### config.mk
export PLATFORM = sky130hd
export DESIGN_NAME = spi_button_decoder_flat
export DESIGN_NICKNAME = d
export VERILOG_FILES = /design/src/rtl/spi_button_decoder_if.sv /design/src/rtl/spi_button_decoder.sv /design/src/flat_wrapper.sv
export SDC_FILE = /design/constraint.sdc
export NUM_CORES = 1
export LEC_CHECK = 0
export BUFFER_PORTS_ARGS = -buffer_cell sky130_fd_sc_hd__clkbuf_2
export CORE_AREA = 2 2 93 95
export DETAILED_ROUTE_END_ITERATION = 6
export DIE_AREA = 0 0 95 97
export PLACE_DENSITY = 0.82
export SLEW_MARGIN = 0
export SYNTH_ARGS = -nofsm -noshare
export SYNTH_HDL_FRONTEND = slang
export SYNTH_SLANG_ARGS = --single-unit
### constraint.sdc
create_clock -name clk -period 1.5 [get_ports clk]
set_input_delay 0.075 -clock clk [delete_from_list [all_inputs] [get_ports clk]]
set_output_delay 0.075 -clock clk [all_outputs]
set_load 0.005 [all_outputs]
### src/rtl/spi_button_decoder_if.sv
// Byte-level link between spi_dev_core and the button decoder, plus the
// decoded button outputs.
interface spi_button_decoder_if #(
    parameter int NBTN = 16
);
    // usr_mosi_stb qualifies usr_mosi_data for exactly one cycle; there is no
    // ready/backpressure, so the decoder must accept every strobe it sees.
    logic [7:0]      usr_mosi_data;
    logic            usr_mosi_stb;
    logic            csn_fall;
    logic            csn_rise;
    logic [NBTN-1:0] btn_state;
    logic [NBTN-1:0] btn_mask;
    logic [NBTN-1:0] btn_press;
    logic [NBTN-1:0] btn_release;
    logic            update_stb;
    logic            frame_err;

    modport slave (
        input  usr_mosi_data, usr_mosi_stb, csn_fall, csn_rise,
        output btn_state, btn_mask, btn_press, btn_release, update_stb, frame_err
    );

    modport master (
        output usr_mosi_data, usr_mosi_stb, csn_fall, csn_rise,
        input  btn_state, btn_mask, btn_press, btn_release, update_stb, frame_err
    );
endinterface

### src/rtl/spi_button_decoder.sv
// Decodes CMD-prefixed SPI button frames (mask bytes then state bytes) into a
// persistent button-state register with press/release/update/error pulses.
module spi_button_decoder #(
    parameter logic [7:0] CMD  = 8'hF4,
    parameter int         NBTN = 16
) (
    input  logic                 clk,
    input  logic                 rst,
    spi_button_decoder_if.slave  bus,
    output logic [1:0]           o_dbg_state
);
    localparam int NBYTES = NBTN / 4;
    localparam int CW     = $clog2(NBYTES + 2);
    localparam logic [CW-1:0] CNT_FULL = CW'(NBYTES);
    localparam logic [CW-1:0] CNT_MAX  = CW'(NBYTES + 1);

    typedef enum logic [1:0] {
        S_IDLE    = 2'd0,
        S_CMD     = 2'd1,
        S_PAYLOAD = 2'd2,
        S_SKIP    = 2'd3
    } state_t;

    state_t            r_state;
    state_t            w_next;
    logic [CW-1:0]     r_cnt;
    logic [2*NBTN-1:0] r_shift;
    logic [NBTN-1:0]   r_btn_state;
    logic [NBTN-1:0]   r_btn_mask;
    logic [NBTN-1:0]   r_btn_press;
    logic [NBTN-1:0]   r_btn_release;
    logic              r_update_stb;
    logic              r_frame_err;

    logic              w_commit;
    logic              w_err;
    logic              w_shift;
    logic [NBTN-1:0]   w_rx_mask;
    logic [NBTN-1:0]   w_rx_state;
    logic [NBTN-1:0]   w_new_state;

    always_ff @(posedge clk) begin
        if (rst) begin
            r_state <= S_IDLE;
        end else begin
            r_state <= w_next;
        end
    end

    // csn_fall wins over csn_rise: the finishing frame is judged by the
    // output logic in the same cycle, and the new frame starts in CMD.
    always_comb begin
        w_next = r_state;
        if (bus.csn_fall) begin
            w_next = S_CMD;
        end else if (bus.csn_rise) begin
            w_next = S_IDLE;
        end else if (r_state == S_CMD && bus.usr_mosi_stb) begin
            w_next = (bus.usr_mosi_data == CMD) ? S_PAYLOAD : S_SKIP;
        end
    end

    always_comb begin
        w_commit = 1'b0;
        w_err    = 1'b0;
        w_shift  = 1'b0;
        if (r_state == S_PAYLOAD) begin
            w_commit = bus.csn_rise && (r_cnt == CNT_FULL);
            w_err    = bus.csn_rise && (r_cnt != CNT_FULL);
            w_shift  = bus.usr_mosi_stb && !bus.csn_fall && !bus.csn_rise;
        end
    end

    assign w_rx_mask   = r_shift[2*NBTN-1:NBTN];
    assign w_rx_state  = r_shift[NBTN-1:0];
    assign w_new_state = (r_btn_state & ~w_rx_mask) | (w_rx_state & w_rx_mask);

    always_ff @(posedge clk) begin
        if (rst) begin
            r_cnt         <= '0;
            r_shift       <= '0;
            r_btn_state   <= '0;
            r_btn_mask    <= '0;
            r_btn_press   <= '0;
            r_btn_release <= '0;
            r_update_stb  <= 1'b0;
            r_frame_err   <= 1'b0;
        end else begin
            r_btn_press   <= '0;
            r_btn_release <= '0;
            r_update_stb  <= 1'b0;
            r_frame_err   <= w_err;
            if (bus.csn_fall) begin
                r_cnt   <= '0;
                r_shift <= '0;
            end else if (w_shift) begin
                r_shift <= {r_shift[2*NBTN-9:0], bus.usr_mosi_data};
                if (r_cnt != CNT_MAX) begin
                    r_cnt <= r_cnt + 1'b1;
                end
            end
            if (w_commit) begin
                r_btn_mask    <= w_rx_mask;
                r_btn_state   <= w_new_state;
                r_btn_press   <= w_new_state & ~r_btn_state;
                r_btn_release <= r_btn_state & ~w_new_state;
                r_update_stb  <= 1'b1;
            end
        end
    end

    assign bus.btn_state   = r_btn_state;
    assign bus.btn_mask    = r_btn_mask;
    assign bus.btn_press   = r_btn_press;
    assign bus.btn_release = r_btn_release;
    assign bus.update_stb  = r_update_stb;
    assign bus.frame_err   = r_frame_err;
    assign o_dbg_state     = r_state;
endmodule

### src/flat_wrapper.sv
// flat-port wrapper written by rule: the top's interface ports become plain ports
module spi_button_decoder_flat 
#(
    parameter logic [7:0] CMD  = 8'hF4,
    parameter int         NBTN = 16
)
  (clk, rst, o_dbg_state, bus_usr_mosi_data, bus_usr_mosi_stb, bus_csn_fall, bus_csn_rise, bus_btn_state, bus_btn_mask, bus_btn_press, bus_btn_release, bus_update_stb, bus_frame_err);
  spi_button_decoder_if #(.NBTN(NBTN)) bus_i ();
  input  logic clk;
  input  logic rst;
  output logic [1:0] o_dbg_state;
  input wire logic [$bits(bus_i.usr_mosi_data)-1:0] bus_usr_mosi_data;
  input wire logic [$bits(bus_i.usr_mosi_stb)-1:0] bus_usr_mosi_stb;
  input wire logic [$bits(bus_i.csn_fall)-1:0] bus_csn_fall;
  input wire logic [$bits(bus_i.csn_rise)-1:0] bus_csn_rise;
  output wire logic [$bits(bus_i.btn_state)-1:0] bus_btn_state;
  output wire logic [$bits(bus_i.btn_mask)-1:0] bus_btn_mask;
  output wire logic [$bits(bus_i.btn_press)-1:0] bus_btn_press;
  output wire logic [$bits(bus_i.btn_release)-1:0] bus_btn_release;
  output wire logic [$bits(bus_i.update_stb)-1:0] bus_update_stb;
  output wire logic [$bits(bus_i.frame_err)-1:0] bus_frame_err;
  assign bus_i.usr_mosi_data = bus_usr_mosi_data;
  assign bus_i.usr_mosi_stb = bus_usr_mosi_stb;
  assign bus_i.csn_fall = bus_csn_fall;
  assign bus_i.csn_rise = bus_csn_rise;
  assign bus_btn_state = bus_i.btn_state;
  assign bus_btn_mask = bus_i.btn_mask;
  assign bus_btn_press = bus_i.btn_press;
  assign bus_btn_release = bus_i.btn_release;
  assign bus_update_stb = bus_i.update_stb;
  assign bus_frame_err = bus_i.frame_err;
  spi_button_decoder #(.CMD(CMD), .NBTN(NBTN)) u_core (.clk(clk), .rst(rst), .bus(bus_i), .o_dbg_state(o_dbg_state));
endmodule
==> flow_summary.rst <==
.. list-table::
   :header-rows: 1

   * - Metric
     - Value
   * - Half-perimeter wire length after placement
     - 6.14 mm
   * - DRC viols
     - 0
   * - Count of cell types in the netlist
     - 33
   * - Root buf cell
     - sky130_fd_sc_hd__clkbuf_8
   * - Antenna violations before repair
     - 0
   * - Sequential share of the synthesized area
     - 52.6%
   * - Cells after synthesis
     - 379
   * - Area Growth Syn to Fin
     - 28.2%
   * - Vias in the first global route
     - 3,092
   * - Type of element capturing the critical path
     - flop
   * - Hold Vio Cnt, Final
     - 0
   * - Post-layout power
     - 0.00461 W
   * - Total clock sinks
     - 103
   * - Critical path buffer and inverter count
     - 3
   * - Area of the die
     - 9220 sq um
   * - Final setup margin
     - -0.0130 ns
   * - Drt total wl
     - 9.89 mm
   * - Static Leak
     - 1.76 nW
   * - Clk Latency, worst-skew pair
     - 0.36 ns
   * - Max-slew violations
     - 0
   * - Post-route fraction of the period consumed by the critical path
     - 101%
   * - Most common flop cell mapped by yosys
     - sky130_fd_sc_hd__dfxtp_1
   * - Largest stage delay on the critical path
     - 0.34 ns
   * - Run status
     - finished, violations left
   * - # diodes
     - 0
   * - Area of combinational cells with multiple inputs
     - 1840 sq um
   * - Overall via count from detail_route
     - 3,205
   * - Critical path launch point
     - u_core.r_cnt[1]
   * - Total CTS buffers
     - 9
   * - Required time reported for the critical path endpoint
     - 1.72 ns
   * - Highest clock rate
     - 0.661 GHz
   * - Fill cell count
     - 648
   * - Final design area excluding fillers
     - 5030 sq um
   * - Largest net degree at the start of global routing
     - 43
   * - Std cell rows
     - 33
   * - GRT Total Usage
     - 19.2%
   * - GR Overflow Total
     - 0
   * - Wire length of the first global-routing pass
     - 14.1 mm
   * - Final-report setup violation count
     - 2
   * - CTS tree
     - done
   * - Violated checks
     - setup timing
   * - Setup repair after global routing missed its margin
     - yes
   * - Worst R2R Start
     - u_core.r_cnt[1]
   * - Critical-path cell list
     - inv_2 > ha_4 > nand4b_1 > buf_4 > buf_6 > o21ai_0 > a21oi_1
   * - Max H-tree Level
     - 3
   * - End-of-flow core utilization
     - 61.8%
   * - Instance area after placement
     - 4470 sq um
   * - Max Cap Viol
     - 0
   * - Count of state elements after synthesis
     - 103
   * - Net count reported at finish
     - 496
   * - Clock edge transition at the registers on the reported setup and hold paths
     - 0.09 ns
   * - Total standard cell area after synthesis
     - 3920 sq um
   * - ANT nets after route
     - 0
   * - CP max stage cell
     - sky130_fd_sc_hd__dfxtp_2
   * - Violation count after the first detailed-routing iteration
     - 175
   * - Maximum clock skew at final layout
     - 0.0113 ns
   * - Relative slew slack
     - 72.3%
   * - Post-synthesis average cell area
     - 10.3 sq um
   * - Critical Path Start Type
     - flop
   * - Tmin final
     - 1.51 ns
   * - Maximum buffer depth of the clock tree
     - 2
   * - Setup CP Type
     - flop to flop
   * - Ratio of routed vias to standard cells
     - 5.43
   * - Global placement routability congestion
     - 0.769
   * - Vertical die dimension
     - 97 um
   * - Launch instance of the worst min-delay path
     - bus_csn_rise
   * - Arrival time at the worst endpoint
     - 1.74 ns
   * - Kind of cell adding the most delay to the critical path
     - buffers and inverters
   * - Share of post-route cells with drive strength above 1
     - 35.7%
   * - Total iterations of the first detailed-routing run
     - 5
   * - Total of buffers placed on input and output ports
     - 80
   * - Largest fanout on the critical path
     - 8
   * - I/O pin count
     - 81
   * - Initial cell density of the core
     - 48.2%
   * - Core region area
     - 8130 sq um
   * - DIE WIDTH
     - 95 um
   * - Number of synthesized flops with an enable pin
     - 0
   * - Sequential standard cell area
     - 2060 sq um
   * - Pwr/cell area
     - 917 nW/um^2
   * - Avg WL per Cell
     - 16.8 um
   * - Max rail drop VDD
     - 0.378 mV
   * - Net Count, Synth
     - 395
   * - Worst min-delay path class
     - input pin to flop
   * - Worst setup slack after placement
     - 0.00884 ns
   * - Fraction of registers with async set or reset after synthesis
     - 0%
   * - Transition time at the pin with the least slew margin
     - 0.415 ns
   * - YS warnings
     - 0
per-layer routing:
metal / track usage, % / vias up / part of all wire (%)
met5: 0 / - / 0
met4: 7.13 / 0 / 2.2
met3: 3.50 / 22 / 5.5
met2: 33.3 / 113 / 51
met1: 23.3 / 1533 / 42
li1: - / 1537 / -
cell usage after synthesis, drive strengths merged, types with 2 or more instances:
cell type  number  area [sq um]
dfxtp         103          2060
nand2          56           210
o21ai          33           165
nor3b          32           350
mux2i          31           310
a21oi          19          95.1
nand3          18           140
nand4          17           106
nand2b         16           100
buf            14           104
clkbuf         10          37.5
nor2            5          26.3
ha              3          37.5
inv             3          11.3
a21boi          2          15.0
and4b           2          20.0
nand4b          2          17.5
nand4bb         2          22.5
o32ai           2          17.5
cells in the final DEF (no fill, tap or decap), types with 2 or more instances in the layout:
cell type / netlist / layout
sky130_fd_sc_hd__buf_6: 5 / 4
sky130_fd_sc_hd__mux2i_1: 31 / 31
sky130_fd_sc_hd__nand3_2: 10 / 9
sky130_fd_sc_hd__nand4_1: 17 / 17
sky130_fd_sc_hd__nor2_1: 4 / 2
sky130_fd_sc_hd__nand3_4: 0 / 4
sky130_fd_sc_hd__o32ai_1: 2 / 2
sky130_fd_sc_hd__nand4b_1: 2 / 2
sky130_fd_sc_hd__a21boi_0: 2 / 2
sky130_fd_sc_hd__dlygate4sd3_1: 0 / 10
sky130_fd_sc_hd__clkbuf_16: 0 / 3
sky130_fd_sc_hd__buf_12: 0 / 3
sky130_fd_sc_hd__nand3_1: 8 / 5
sky130_fd_sc_hd__clkbuf_2: 0 / 80
sky130_fd_sc_hd__inv_2: 0 / 2
sky130_fd_sc_hd__nand2b_1: 16 / 16
sky130_fd_sc_hd__clkbuf_8: 0 / 10
sky130_fd_sc_hd__dfxtp_1: 103 / 102
sky130_fd_sc_hd__nor2_4: 1 / 2
sky130_fd_sc_hd__buf_4: 1 / 12
sky130_fd_sc_hd__a21oi_1: 19 / 18
sky130_fd_sc_hd__nand2_1: 56 / 56
sky130_fd_sc_hd__clkinv_2: 0 / 3
sky130_fd_sc_hd__nor3b_2: 22 / 30
sky130_fd_sc_hd__o21ai_0: 33 / 30
sky130_fd_sc_hd__clkbuf_1: 10 / 2
sky130_fd_sc_hd__nor3b_1: 10 / 2
sky130_fd_sc_hd__o21ai_1: 0 / 3
sky130_fd_sc_hd__ha_1: 3 / 2
worst paths after layout:
kind,cells after the start,slack (ns),end
max,7,-0.01,u_core.bus.btn_state[1]
min,2,0.11,u_core.o_dbg_state[1]
max reg2reg,7,-0.01,u_core.bus.btn_state[1]
min reg2reg,1,0.47,u_core.bus.btn_press[6]
through the flow:
step / std cells / TNS, ns / hold WS [ns]
after floorplan: 379 / 0 / 0.152
after global placement: 556 / 0 / 0.319
after detailed placement: 556 / 0 / 0.303
after CTS: 582 / 0 / 0.0829
after global routing: 590 / -0.493 / 0.0987
final: 590 / -0.0228 / 0.109
sequential cells by signal, summed over array words and instances (netlist names):
register                count
u_core.bus.btn_press       16
u_core.r_cnt                3
u_core.bus.frame_err        1
u_core.bus.btn_mask        16
u_core.bus.btn_state       16
u_core.r_shift             32
u_core.bus.update_stb       1
u_core.o_dbg_state          2
u_core.bus.btn_release     16
power by group:
part	internal [W]	switching, W
Clock	0.000812	0.000892
Combinational	0.0000666	0.0000986
Sequential	0.00273	0.00000463
Total	0.00361	0.000995
kinds of logic (layout without fill, tap and decap cells):
kind of cell,after synthesis,in the layout,share of synthesized area (%)
AO/OA/AOI/OAI,60,60,8.30
adder cells (fa/ha/maj),3,3,0.958
buffers and inverters,27,133,3.89
flip-flops,103,103,52.6
multiplexers,31,31,7.92
AND/OR/NAND/NOR,155,155,26.3
repair_timing:
item	4_1_cts	5_1_grt
pin swaps	0	14
cloned	0	6
gates resized for setup	3	34
setup buffers	0	2
setup endpoints to repair	3	83
endpoints found under the hold margin	11	0
hold buffers	10	0
cell type report:
class	instances	area share, %
Inverter	3	0.224
Tap cell	105	2.61
Clock buffer	12	2.89
Multi-Input combinational cell	249	36.6
Clock inverter	4	0.896
Sequential cell	103	41.1
Timing Repair Buffer	114	15.7
(Power assumes the default switching activity.)
